[config.mk]
export PLATFORM = sky130hd
export DESIGN_NAME = mld_7_4_encoder
export DESIGN_NICKNAME = d
export VERILOG_FILES = /design/src/rtl/mld_7_4_encoder.sv
export SDC_FILE = /design/constraint.sdc
export NUM_CORES = 1
export LEC_CHECK = 0
export BUFFER_PORTS_ARGS = -buffer_cell sky130_fd_sc_hd__buf_2
export CAP_MARGIN = 20
export CORE_AREA = 2 2 39 41
export DETAILED_ROUTE_END_ITERATION = 7
export DIE_AREA = 0 0 41 43
export PLACE_DENSITY = 0.31
export SYNTH_ARGS = -nofsm -noshare
export SYNTH_HDL_FRONTEND = slang
export SYNTH_SLANG_ARGS = --single-unit
[constraint.sdc]
create_clock -name clk -period 0.95 [get_ports clk]
set_input_delay 0.1425 -clock clk [delete_from_list [all_inputs] [get_ports clk]]
set_output_delay 0.1425 -clock clk [all_outputs]
set_load 0.02 [all_outputs]
[src/rtl/mld_7_4_encoder.sv]
// mld_7_4_encoder: serial systematic (7,4) cyclic encoder, g(x) = 1 + x + x^3.
// Message bits pass straight to out while the LFSR divides; parity is then shifted out MSB first.
module mld_7_4_encoder (
   input  logic clk,
   input  logic reset,
   output logic out,
   input  logic information_bit,
   input  logic sel
);
   logic [2:0] r_q, r_d;
   logic       f;
   // r_q[0] = x^0 coefficient, r_q[2] = x^2 coefficient
   always_comb begin
      f   = information_bit ^ r_q[2];
      r_d = sel ? {r_q[1], r_q[0], 1'b0} : {r_q[1], r_q[0] ^ f, f};
      out = reset ? 1'b0 : (sel ? r_q[2] : information_bit);
   end
   always_ff @(posedge clk) r_q <= reset ? 3'b000 : r_d;
endmodule

# Word-level counts from Yosys, hierarchy flattened
# Cells that the tools add are included.
[totals]
regBits = 3
in_bits = 4
out_inout_bits = 1
elab_cells = 8
[op_classes]
mux = 3
n_bitwise = 2
reduce_logical = 1
[ops]
columns = ["op", "count"]
rows = [
  ["$mux W1", 2],
  ["$mux W2", 1],
  ["$reduce_or A2 Y1", 1],
  ["$xor A1 B1 Y1", 2],
]

# Longest topological paths before layout
[logic_depth]
depth_word = 3
ltp_mapped = 3
mapped_depth_nobuf = 3

# Worst setup path after synthesis
# OpenSTA, ideal clock, no wires.
[synth_timing]
path_kind = "reg2reg"
from = "register r_q[2]"
to = "register r_q[1]"
setup_time_ns = 0.070
t_arrival_ns = 0.847
t_required_ns = 0.880
setup_slack_ns = 0.033
path_stages_with_launch = 4
path_buffers = 0
synth_period_minus_slack_ns = 0.917
cell_sequence = "dfxtp_1 > xnor2_1 > or3_1 > a21oi_1"
[synth_via]
elab_chain_cells = 3
[synth_rtl]
columns = ["item", "line", "source"]
rows = [
  ["from (decl)", "10", "logic [2:0] r_q, r_d;"],
  ["from (signal assigned)", "18", "always_ff @(posedge clk) r_q <= reset ? 3'b000 : r_d;"],
  ["$xor A1 B1 Y1", "14", "f = information_bit ^ r_q[2];"],
  ["$xor A1 B1 Y1", "15", "r_d = sel ? {r_q[1], r_q[0], 1'b0} : {r_q[1], r_q[0] ^ f, f};"],
  ["$mux W2", "15", ""],
]
# No other way between the ends.
# A chain may end at the register's enable or synchronous reset.

# Worst setup path after layout
[layout_timing]
from = "register r_q[2]"
to = "output out"
[layout_via]
elab_chain_cells = 2
[layout_rtl]
columns = ["item", "line", "source"]
rows = [
  ["$mux W1 (2 in series)", "16", "out = reset ? 1'b0 : (sel ? r_q[2] : information_bit);"],
  ["to (decl)", "6", "output logic out,"],
]
# No other way between the ends.

==> summary.md <==
| Metric | Value |
|---|---|
| Run status | `complete, but fails checks` |
| Failing checks | `setup timing` |
| Register bit total from synthesis | `3` |
| Slew margin rel. | `85.54%` |
| Endpoint of the worst-slack reg-to-reg timing path | `r_q[1]` |
| Highest fanout seen on the critical path | `2` |
| Starting density of the core | `7.957%` |
| Pin count of the biggest net entering global routing | `5` |
| WP data arrival | `0.87 ns` |
| Source-to-sink clock delay at the later pin of the worst-skew pair | `0.23 ns` |
| Clock tree from TritonCTS | `yes` |
| Overall die width | `41 µm` |
| First DRT Iteration DRCs | `4` |
| Number of optimization iterations in the first detailed-route pass | `2` |
| Worst setup SP type | `register` |
| Storage cell area | `61.31 µm²` |
| DRC violations left | `0` |
| Fin crit share | `107.1%` |
| Filler Cell Count | `between 150 and 200` |
| TritonCTS Sinks | `3` |
| Initial antenna violation count | `0` |
| Worst setup EP type | `primary output` |
| Unrepaired setup endpoints after global routing | `yes` |
| Post-route clock skew | `approximately 0.0039 ns` |
| Source of the critical timing path | `r_q[2]` |
| Post-route insts no fill | `35` |
| Mapped Area | `about 110 µm²` |
| Number of buffers inserted during clock tree synthesis | `3` |
| Maximum frequency from static timing analysis | `982.9 MHz` |
| Synthesized netlist net count | `15` |
| Post-CTS Setup Inserts | `0` |
| Total cell area at the placement stage | `roughly 150 µm²` |
| Die Area | `approximately 1800 µm²` |
| Register name with the most flops | `r_q` |
| Clock transition at the register clock pins on the worst setup and hold paths after CTS | `around 0.030 ns` |
| Total inserted antenna cells | `0` |
| Number of placed I/O pins | `5` |
| Max-Cap Viols | `0` |
| Hold wc startpoint | `reset` |
| Wire length of the first global-routing pass | `around 460 µm` |
| Cell count after synthesis | `11` |
| ANT nets after route | `0` |
| Mean routed wirelength per cell | `7.057 µm` |
| Vias in the first global route | `about 120` |
| Hold WC Path Type | `primary input to register` |
| Longest Clk Path Bufs | `2` |
| Vias per Instance | `3.086` |
| Number of rows in the core area | `14` |
| Htree depth | `1` |
| Count of final max-slew check failures | `0` |
| Placed Cells incl. Taps | `31` |
| Number of cells on the worst hold path | `2` |
| Number of cells on the worst reg-to-reg path | `3` |
| Slack of the critical path | `-0.06743 ns` |
| Per-instance average area after synthesis | `10.01 µm²` |
| Port bufs | `4` |
| Vias | `between 100 and 150` |
| Max FFs per register | `3` |
| Synth warnings | `0` |
| Clock root buffer master | `sky130_fd_sc_hd__clkbuf_4` |
| Worst hold path endpoint | `r_q[1]` |
| Worst voltage drop across the vdd grid | `roughly 0.66 mV` |
| Tightest Pin Transition | `0.2147 ns` |
| Number of distinct library cells after synthesis | `9` |
| Endpoint required time on the critical path | `0.81 ns` |
| Layout cell share with drive strength beyond 1 | `between 40 and 50%` |
| Smallest hold slack | `0.1245 ns` |
| Growth of design area from synthesis to finish | `67.04%` |
| Leading registers by flop count | `r_q x3` |
| Critical register-to-register path startpoint | `r_q[2]` |
| Leak | `around 0.074 nW` |
| Finished Core Util | `13.29%` |
| All-Layer GR Usage | `about 4.6%` |
| Hold buffer count at cts | `0` |
| Endpoints failing hold | `0` |
| Weighted congestion at the end of routability-driven global placement | `0.4940` |
| Post-synthesis sequential area ratio | `between 50% and 60%` |
| Post-Layout Inst Area | `183.9 µm²` |
| GRT overflow | `0` |
| Wire length reported by the detailed router | `between 200 and 250 µm` |
| Total Negative Setup Slacks | `-0.09238 ns` |
| Power per cell area | `2127 nW/µm²` |
| Internal reg-to-reg setup slack | `-0.02 ns` |
| Floorplan Core Area | `1384 µm²` |
| Area of the multi-input gates | `53.80 µm²` |
| Post-layout min period | `1.017 ns` |
| Vertical extent of the die | `around 43 µm` |
| Startpoint-to-endpoint class of the critical path | `register to primary output` |
| Number of endpoints failing setup at the final stage | `2` |
| Layout Nets | `24` |
==> layout make-up <==
cell class / count / area share [%]
Clock buffer: 4 / 14.29
Multi-Input combinational cell: 8 / 29.25
Sequential cell: 3 / 33.33
Tap cell: 16 / 10.88
Timing Repair Buffer: 4 / 12.24
==> worst max-delay path: stages, from the launching register on <==
cell                      delay, ns
sky130_fd_sc_hd__dfxtp_2       0.31
sky130_fd_sc_hd__mux2i_1       0.13
sky130_fd_sc_hd__nor2_1        0.06
sky130_fd_sc_hd__buf_4         0.15
==> cells in the mapped netlist, drive strengths merged <==
| cell | count | area share (%) |
|---|---|---|
| a21oi | 1 | 4.5 |
| nor3 | 1 | 4.5 |
| nor2 | 1 | 3.4 |
| xnor2 | 1 | 8.0 |
| mux2i | 1 | 9.1 |
| or3 | 1 | 5.7 |
| dfxtp | 3 | 55 |
| nor2b | 1 | 5.7 |
| o21ai | 1 | 4.5 |
==> layer usage <==
metal  track usage (%)  wire, µm
met2             4.063        78
met5                 0         0
met3             6.806        46
met4             4.000         0
met1             4.516       121
==> power breakdown <==
group	internal (W)	switching, W
sequential	0.000134	0.00000227
combinational	0.0000170	0.0000177
clock	0.000157	0.0000631
total	0.000308	0.0000831
==> metrics by stage <==
step / setup WS (ns) / power [W]
2_1_floorplan: 0.03345 / 0.0001542
6_report: -0.06743 / 0.0003912
5_1_grt: -0.1428 / 0.0004220
3_3_place_gp: -0.02188 / 0.0001678
3_5_place_dp: -0.04983 / 0.0001689
4_1_cts: -0.08407 / 0.0004035
==> worst max-delay path by stage <==
| stage | slack, ns | cells past startpoint | to |
|---|---|---|---|
| after floorplan | 0.03 | 3 | r_q[1] |
| final | -0.07 | 3 | out |
| after detailed placement | -0.05 | 3 | r_q[1] |
| after global routing | -0.14 | 3 | out |
| after global placement | -0.02 | 3 | r_q[1] |
| after CTS | -0.08 | 3 | out |
==> cells by family after synthesis <==
group	share of synthesized area, %
AND/OR/NAND/NOR	19.32
multiplexers	9.091
flip-flops	54.55
XOR/XNOR	7.956
AO/OA/AOI/OAI	9.082
==> cell usage in the layout (no fill, tap or decap) <==
cell type                  instances
sky130_fd_sc_hd__xnor2_1           1
sky130_fd_sc_hd__dfxtp_1           2
sky130_fd_sc_hd__nor2b_1           1
sky130_fd_sc_hd__o21ai_0           1
sky130_fd_sc_hd__buf_2             3
sky130_fd_sc_hd__nor2_1            1
sky130_fd_sc_hd__buf_4             1
sky130_fd_sc_hd__clkbuf_1          1
sky130_fd_sc_hd__mux2i_1           1
sky130_fd_sc_hd__a21oi_2           1
sky130_fd_sc_hd__nor3_1            1
sky130_fd_sc_hd__clkbuf_4          3
sky130_fd_sc_hd__dfxtp_2           1
sky130_fd_sc_hd__or3_1             1
==> what timing repair did <==
item | 4_1_cts | 5_1_grt
setup endpoints to repair | 2 | 2
pin swaps | 2 | 1
gates resized for setup | 3 | 0
Power figures use the tool's default switching activity.
